**config.mk**
```make
export PLATFORM = sky130hd
export DESIGN_NAME = uart_tx
export DESIGN_NICKNAME = d
export VERILOG_FILES = /design/src/rtl/uart_tx.sv
export SDC_FILE = /design/constraint.sdc
export NUM_CORES = 1
export LEC_CHECK = 0
export CAP_MARGIN = 30
export CORE_MARGIN = 5
export CORE_UTILIZATION = 60
export CTS_CLUSTER_SIZE = 8
export DETAILED_ROUTE_END_ITERATION = 16
export GPL_TIMING_DRIVEN = 0
export HOLD_SLACK_MARGIN = 0.12
export PLACE_DENSITY = 0.8
export SETUP_SLACK_MARGIN = 0.05
export SLEW_MARGIN = 20
export SYNTH_ARGS = -nofsm -noshare
export SYNTH_HDL_FRONTEND = slang
export SYNTH_SLANG_ARGS = --single-unit
```
**constraint.sdc**
```tcl
create_clock -name clk -period 5 [get_ports clk]
set_input_delay 0.5 -clock clk [delete_from_list [all_inputs] [get_ports clk]]
set_output_delay 0.5 -clock clk [all_outputs]
set_load 0.02 [all_outputs]
```
**src/rtl/uart_tx.sv**
```systemverilog
// UART transmitter: start bit, DATA_BITS data bits LSB first, optional
// parity bit, one stop bit. Internal baud-tick and bit counters; the host
// sees a start/busy/done handshake. All outputs are registered.
//
// state  | meaning
// -------+-----------------------------------------------------------
// IDLE   | line high, waiting for tx_start; data and parity captured here
// START  | start bit (low) for one bit period
// DATA   | data bits, LSB first, shifted out of shreg_q
// PARITY | parity bit for one bit period (only when PARITY_EN = 1)
// STOP   | stop bit (high); leaving it pulses tx_done in the next IDLE cycle
module uart_tx #(
    parameter int CLKS_PER_BIT = 5208,
    parameter int DATA_BITS    = 8,
    parameter int PARITY_EN    = 1,
    parameter int PARITY_ODD   = 0
) (
    input  logic                 clk,
    input  logic                 nrst,
    input  logic                 tx_start,
    input  logic [DATA_BITS-1:0] tx_data,
    output logic                 tx,
    output logic                 tx_busy,
    output logic                 tx_done
);

    localparam int CW = (CLKS_PER_BIT > 1) ? $clog2(CLKS_PER_BIT) : 1;
    localparam int BW = (DATA_BITS > 1) ? $clog2(DATA_BITS) : 1;
    localparam logic [CW-1:0] CNT_MAX  = CW'(CLKS_PER_BIT - 1);
    localparam logic [BW-1:0] BIT_LAST = BW'(DATA_BITS - 1);
    localparam logic          ODD      = (PARITY_ODD != 0);

    typedef enum logic [2:0] {
        IDLE   = 3'd0,
        START  = 3'd1,
        DATA   = 3'd2,
        PARITY = 3'd3,
        STOP   = 3'd4
    } state_t;

    state_t                 state_q, state_d;
    logic [CW-1:0]          cnt_q, cnt_d;
    logic [BW-1:0]          bit_q, bit_d;
    logic [DATA_BITS-1:0]   shreg_q, shreg_d;
    logic                   parity_q, parity_d;
    logic                   tx_q, tx_d;
    logic                   busy_q, busy_d;
    logic                   done_q, done_d;
    logic                   tick;

    assign tick    = (cnt_q == CNT_MAX);
    assign tx      = tx_q;
    assign tx_busy = busy_q;
    assign tx_done = done_q;

    // Next-state, counters, shift register and registered-output decode
    always_comb begin
        state_d  = state_q;
        cnt_d    = '0;
        bit_d    = bit_q;
        shreg_d  = shreg_q;
        parity_d = parity_q;

        if (state_q != IDLE) begin
            cnt_d = tick ? '0 : cnt_q + CW'(1);
        end

        case (state_q)
            IDLE: begin
                if (tx_start) begin
                    shreg_d  = tx_data;
                    parity_d = (^tx_data) ^ ODD;
                    bit_d    = '0;
                    state_d  = START;
                end
            end
            START: begin
                if (tick) state_d = DATA;
            end
            DATA: begin
                if (tick) begin
                    shreg_d = shreg_q >> 1;
                    if (bit_q == BIT_LAST) begin
                        bit_d   = '0;
                        state_d = (PARITY_EN != 0) ? PARITY : STOP;
                    end else begin
                        bit_d = bit_q + BW'(1);
                    end
                end
            end
            PARITY: begin
                if (tick) state_d = STOP;
            end
            STOP: begin
                if (tick) state_d = IDLE;
            end
            default: begin
                state_d = IDLE;
                cnt_d   = '0;
                bit_d   = '0;
            end
        endcase

        // Outputs are decoded from the next state so they change on the
        // same edge as the state register and never glitch.
        case (state_d)
            START:   tx_d = 1'b0;
            DATA:    tx_d = shreg_d[0];
            PARITY:  tx_d = parity_d;
            default: tx_d = 1'b1;
        endcase
        busy_d = (state_d != IDLE);
        done_d = (state_q == STOP) && tick;
    end

    // State, counters, data and output registers with async abort on reset
    always_ff @(posedge clk or negedge nrst) begin
        if (!nrst) begin
            state_q  <= IDLE;
            cnt_q    <= '0;
            bit_q    <= '0;
            shreg_q  <= '0;
            parity_q <= 1'b0;
            tx_q     <= 1'b1;
            busy_q   <= 1'b0;
            done_q   <= 1'b0;
        end else begin
            state_q  <= state_d;
            cnt_q    <= cnt_d;
            bit_q    <= bit_d;
            shreg_q  <= shreg_d;
            parity_q <= parity_d;
            tx_q     <= tx_d;
            busy_q   <= busy_d;
            done_q   <= done_d;
        end
    end

endmodule

```
==> metrics.md, run 1 <==
| Metric | Value |
|---|---|
| Register Area | `777.0 µm²` |
| Vias in the first global route | `1,163` |
| Worst hold slack | `between 0.2 and 0.25 ns` |
| Full die area | `3874 µm²` |
| Via-to-Cell Ratio | `~5.7` |
| CTS tree | `yes` |
| Crit Path Max Fanout | `10` |
| Vias | `1,177` |
| Critical path required time | `5.21 ns` |
| Slew @ Worst Pin | `0.6836 ns` |
| Post-CTS Resized | `0` |
| Critical path type | `flop to flop` |
| GP Congestion | `0.7847` |
| Post-Route WL | `2915 µm` |
| Clk pin slew, worst setup/hold paths | `0.09 ns` |
| Antenna Cells | `0` |
| Ys async rst share | `100.0%` |
| Setup crit end kind | `flop` |
| Initial Utilization | `60.97%` |
| DR DRC count | `0` |
| Hold_buf cts | `0` |
| Reg2reg start | `cnt_q[0]` |
| Gr usage total | `16.58%` |
| Port buffer count | `13` |
| Row count | `19` |
| Syn_area_per_cell | `10.50 µm²` |
| TNS Setup | `0 ns` |
| Instance count of the mapped netlist | `156` |
| IO Pins | `14` |
| Post-CTS Setup Inserts | `0` |
| Most common cell after layout, fill and taps aside | `dfrtp_1` |
| Inserted Clock Buffers | `5` |
| Post-synthesis sequential area ratio | `47.44%` |
| Die H | `around 62 µm` |
| Cell Area, Synth | `1638 µm²` |
| Wirelength per Cell | `14.01 µm` |
| HP Class | `input pin to asynchronous set/reset pin` |
| DP HPWL | `between 2000 and 2500 µm` |
| Fill cells | `212` |
| First-pass GRT wire length | `slightly above 5000 µm` |
| Pwr per Cell Area | `321.1 nW/µm²` |
| Reg-to-Reg End | `bit_q[2]` |
| Total core area | `2686 µm²` |
| Synth area leaders | `dfrtp_1 46%, nand2_1 6.0%, xnor2_1 5.9%` |
| Post-synth top area cell | `dfrtp_1` |
| Crit start category | `flop` |
| Pin count of the biggest net entering global routing | `32` |
| Tcrit/Tclk final | `39.27%` |
| Initial antenna violation count | `0` |
| Hold Vio Cnt, Final | `0` |
| Clock buffer depth | `2` |
| Peak supply drop | `0.2818 mV` |
| NumNets Final | `190` |
| Final Critical Period | `1.963 ns` |
| Clock Latency Late Sink | `about 0.32 ns` |
| Fraction of layout cells with a size suffix above 1 | `15.25%` |
| Root Driver | `clkbuf_4` |
| Register-to-Register Path Depth | `5` |
| Commonest cells after routing, fill and taps aside | `30 x dfrtp_1, 26 x nand2_1, 21 x nor2_1` |
| Slew HR | `between 50% and 60%` |
| RSZ-0062 raised after global routing | `no` |
| Setup violators final | `0` |
| Synth top area share | `between 40% and 50%` |
| Htree depth | `2` |
| Yosys cell types | `36` |
| Initial drt markers | `slightly above 40` |
| Number of clock sinks | `31` |
| Die Width | `62.25 µm` |
| Flops & latches, synth | `31` |
| Max Clk Rate | `a little over 500 MHz` |
| Ys flop type | `dfrtp_1` |
| Syn_nets | `between 150 and 200` |
| Post-synth EDFFs | `0` |
| First-pass detailed-route iteration total | `4` |
| Antenna viol nets, final | `0` |
| Static Leak | `0.0008209 µW` |
| Skew final | `0.01356 ns` |
| Final core utilization | `69.63%` |
| Status | `completed` |
| WP data arrival | `2.17 ns` |
| Fin. max-slew vios | `0` |
| Area occupied by multi-input gates | `between 800 and 900 µm²` |
| Yosys Warn Count | `0` |
| Setup slack, reg-to-reg | `between 3 and 4 ns` |
| MaxCap Viol Count | `0` |
| Area grow syn2layout | `14.21%` |
| Total grt overflow | `0` |
==> cell families after synthesis <==
| logic type | Yosys count | share of synthesized area (%) |
|---|---|---|
| AOI/OAI and AO/OA | 16 | 6.722 |
| xor gates and xnor gates | 18 | 9.626 |
| adders and majority gates | 3 | 2.292 |
| buffers and inverters | 8 | 3.209 |
| DFF | 31 | 47.44 |
| muxes | 2 | 1.604 |
| and+or+nand+nor | 78 | 29.11 |
==> power by group <==
group          total, µW  internal, µW  switching [µW]
clock                163          82.7            80.5
sequential           326           292            33.2
combinational        112          56.9            55.0
total                601           432             169
==> cells in the mapped netlist (3+ instances only) <==
library cell and instances:
xnor2_1 11, dfrtp_1 30, nand3_1 8, buf_2 3
o21ai_0 3, ha_1 3, nor3_1 5, nor2b_1 3
a22oi_1 6, xor2_1 7, nor2_1 21, nand2_1 26
==> worst max-delay path: stages (launching register included) <==
cell	delay [ns]
dfrtp_1	0.42
ha_1	0.28
nand4bb_2	0.25
nor4b_4	0.37
buf_6	0.20
mux2_2	0.34
==> sequential cells by signal, indices dropped and copies added (netlist names) <==
register / flops
cnt_q: 13
tx: 1
tx_done: 1
bit_q: 3
tx_busy: 1
parity_q: 1
shreg_q: 8
state_q: 3
==> worst max-delay path by stage <==
stage                     startpoint    endpoint  slack (ns)  depth (start not counted)
after CTS                   cnt_q[0]    bit_q[2]        3.03                          5
after global placement          nrst  shreg_q[7]        2.93                          1
after global routing        cnt_q[0]          tx        2.90                          6
final                       cnt_q[0]    bit_q[2]        3.04                          5
after detailed placement    tx_start          tx        2.98                          5
after floorplan             cnt_q[0]    bit_q[2]        3.24                          5
==> final cells by class <==
class	instances	share of cell area [%]
sequential	31	41.54
inverter	2	0.4013
clock buffer	8	3.679
timing repair buffer	13	6.689
buffer	6	2.408
multi-input combinational	117	43.21
tap	31	2.074
==> layer usage <==
layer | wire length [µm] | track usage [%] | vias to the layer above
met1 | 1309 | 19.51 | 578
met2 | 1459 | 28.50 | 18
li1 | - | - | 576
met5 | 0 | 0 | -
met4 | 27 | 4.065 | 0
met3 | 118 | 5.946 | 5
==> through the flow <==
| stage | instances | cell area, µm² | power (µW) | setup slack, ns |
|---|---|---|---|---|
| after detailed placement | 200 | 1802 | 443.0 | 2.977 |
| after floorplan | 156 | 1638 | 406.1 | 3.238 |
| after CTS | 208 | 1871 | 607.9 | 3.028 |
| after global routing | 208 | 1871 | 645.0 | 2.899 |
| final | 208 | 1871 | 600.7 | 3.037 |
| after global placement | 200 | 1807 | 437.6 | 2.925 |
(Power assumes the default switching activity.)
==> run 2, diff against run 1 <==
--- a/config.mk
+++ b/config.mk
@@ -7,12 +7,12 @@
 export LEC_CHECK = 0
 export CAP_MARGIN = 30
 export CORE_MARGIN = 5
-export CORE_UTILIZATION = 60
+export CORE_UTILIZATION = 51
 export CTS_CLUSTER_SIZE = 8
 export DETAILED_ROUTE_END_ITERATION = 16
 export GPL_TIMING_DRIVEN = 0
 export HOLD_SLACK_MARGIN = 0.12
-export PLACE_DENSITY = 0.8
+export PLACE_DENSITY = 0.72
 export SETUP_SLACK_MARGIN = 0.05
 export SLEW_MARGIN = 20
 export SYNTH_ARGS = -nofsm -noshare
==> constraint.sdc (replaced) <==
create_clock -name clk -period 1.8 [get_ports clk]
set_input_delay 0.18 -clock clk [delete_from_list [all_inputs] [get_ports clk]]
set_output_delay 0.18 -clock clk [all_outputs]
set_load 0.02 [all_outputs]
==> metrics.md, run 2 (synthesis gave the netlist of run 1 again) <==
| Metric | Value |
|---|---|
| Skew final | `0.009572 ns` |
| Layout Cells excl Fill | `231` |
| Reg2reg start | `cnt_q[1]` |
| Status | `completed` |
| WP data arrival | `~2.1 ns` |
| NumNets Final | `200` |
| Slew @ Worst Pin | `0.6732 ns` |
| Total grt overflow | `0` |
| Comb pwr share | `24.2%` |
| Total core area | `3078 µm²` |
| Wirelength per Cell | `14.12 µm` |
| RSZ-0062 raised after global routing | `yes` |
| Antenna Cells | `0` |
| Max Clk Rate | `566.7 MHz` |
| Row count | `20` |
| DP HPWL | `2289 µm` |
| Via-to-Cell Ratio | `roughly 5.2` |
| Die Width | `66.67 µm` |
| Final core utilization | `65.89%` |
| Cell internal pwr | `1282 µW` |
| Critical path type | `flop to flop` |
| Port buffer count | `13` |
| DR DRC count | `0` |
| Final Critical Period | `1.765 ns` |
| Seq pwr share | `roughly 50%` |
| Slowest cell on the critical path | `dfrtp_1` |
| CP max stage delay | `0.40 ns` |
| Inserted Clock Buffers | `5` |
| Clock buffer depth | `2` |
| Die H | `66.67 µm` |
| Most common cell after layout, fill and taps aside | `dfrtp_1` |
| Post-Route WL | `3262 µm` |
| Initial drt markers | `54` |
| Cell Chain, Critical Path | `ha_4 -> nand4bb_4 -> buf_12 -> nor4b_4 -> buf_4 -> nor3b_1 -> and4b_1 -> o2bb2ai_2` |
| Number of clock sinks | `31` |
| Clk pin slew, worst setup/hold paths | `0.10 ns` |
| Switching Power | `532.3 µW` |
| Initial Utilization | `53.21%` |
| Fraction of power spent switching nets | `29.34%` |
| Full die area | `4445 µm²` |
| Commonest cells after routing, fill and taps aside | `29 x dfrtp_1, 25 x nand2_1, 21 x nor2_1` |
| Hold Vio Cnt, Final | `0` |
| Crit start category | `flop` |
| Biggest regs | `cnt_q: 13 flops, shreg_q: 8 flops` |
| Clock Latency Late Sink | `about 0.34 ns` |
| Critical path required time | `2.08 ns` |
| Fin. max-slew vios | `0` |
| Tcrit/Tclk final | `98.04%` |
| First-pass GRT wire length | `5630 µm` |
| Fill cells | `261` |
| MaxCap Viol Count | `0` |
| Htree depth | `2` |
| Root Driver | `clkbuf_4` |
| Initial antenna violation count | `0` |
| Pwr per Cell Area | `894.5 nW/µm²` |
| Vias in the first global route | `~1,200` |
| CP Launch Point | `cnt_q[1]` |
| HP Class | `input pin to asynchronous set/reset pin` |
| First-pass detailed-route iteration total | `4` |
| Antenna viol nets, final | `0` |
| Vias | `approximately 1,200` |
| Area grow syn2layout | `23.84%` |
| Slew HR | `55.12%` |
| Cells after DPL | `213` |
| Fraction of layout cells with a size suffix above 1 | `22.46%` |
| CTS tree | `yes` |
| Gr usage total | `17.29%` |
| Setup crit end kind | `flop` |
| Clock network power share | `between 20% and 30%` |
| IO Pins | `14` |
| PnR Total Power | `1814 µW` |
| Setup violators final | `0` |
| Static Leak | `0.0008812 µW` |
| Crit Path Max Fanout | `3` |
| Pin count of the biggest net entering global routing | `32` |
| GP Congestion | `0.7629` |
| Peak supply drop | `0.5739 mV` |
| Top reg by flops | `cnt_q` |
| Max reg flops | `13` |
==> run 2: cell types whose count changed in the layout (fill, tap and decap cells not counted), sizes merged <==
cell         previous run  this run
buf                     7        16
dlygate4sd3             0         1
==> run 2: worst paths after layout <==
check | cells past startpoint | to | slack (ns)
min in group clk | 3 | shreg_q[7] | 0.45
min reg2reg | 2 | shreg_q[3] | 0.49
max in group asynchronous | 2 | cnt_q[0] | 0.93
min | 2 | state_q[1] | 0.40
max reg2reg | 8 | tx | 0.04
max | 8 | tx | 0.04
==> run 2: per-stage QoR <==
step                hold WS, ns  setup TNS [ns]  worst slack, ns  area, µm²
floorplan               -0.1156               0          0.06216       1662
CTS                      0.4277               0          0.05126       1986
detailed placement       0.2610         -0.3404         -0.09480       1842
global placement         0.4604         -0.2006         -0.08081       1847
global route             0.4599        -0.09039         -0.06972       2028
finish                   0.3997               0          0.03532       2028
==> run 2: power groups by stage <==
stage	clock, µW	combinational (µW)	sequential [µW]
final	473	438	903
after detailed placement	0	337	937
after floorplan	0	244	912
after CTS	483	422	903
after global routing	518	486	921
after global placement	0	323	925
==> run 2: final cells by class <==
cell class                 instances  area, µm²  area share, %
multi-input combinational        117      854.6          42.13
sequential                        31      778.2          38.37
tap                               44      55.05          2.714
buffer                             6      48.80          2.406
clock buffer                       8      68.82          3.393
inverter                           2      7.507         0.3701
timing repair buffer              23      215.2          10.61
==> run 2: worst max-delay path, delay by kind of cell, from the launching register on <==
| family | cells | cell delay, ns |
|---|---|---|
| AND/OR/NAND/NOR | 4 | 0.75 |
| flip-flops | 1 | 0.40 |
| buffers and inverters | 2 | 0.33 |
| adder cells (fa/ha/maj) | 1 | 0.16 |
| AO/OA/AOI/OAI | 1 | 0.06 |
==> run 2: what timing repair did <==
item	in CTS	in global routing
cloned	0	0
resized for setup	2	6
pin swaps	5	8
hold buffers	1	0
setup endpoints to repair	9	21
endpoints found under the hold margin	30	0
setup buffers	6	3
==> run 2: per-layer routing <==
metal  vias to the layer above  wire length, µm  GRT usage (%)
met1                       580             1422          19.83
met5                         -                0              0
met4                         0               59          7.868
met2                        12             1666          28.71
met3                         7              114          6.071
li1                        591                -              -
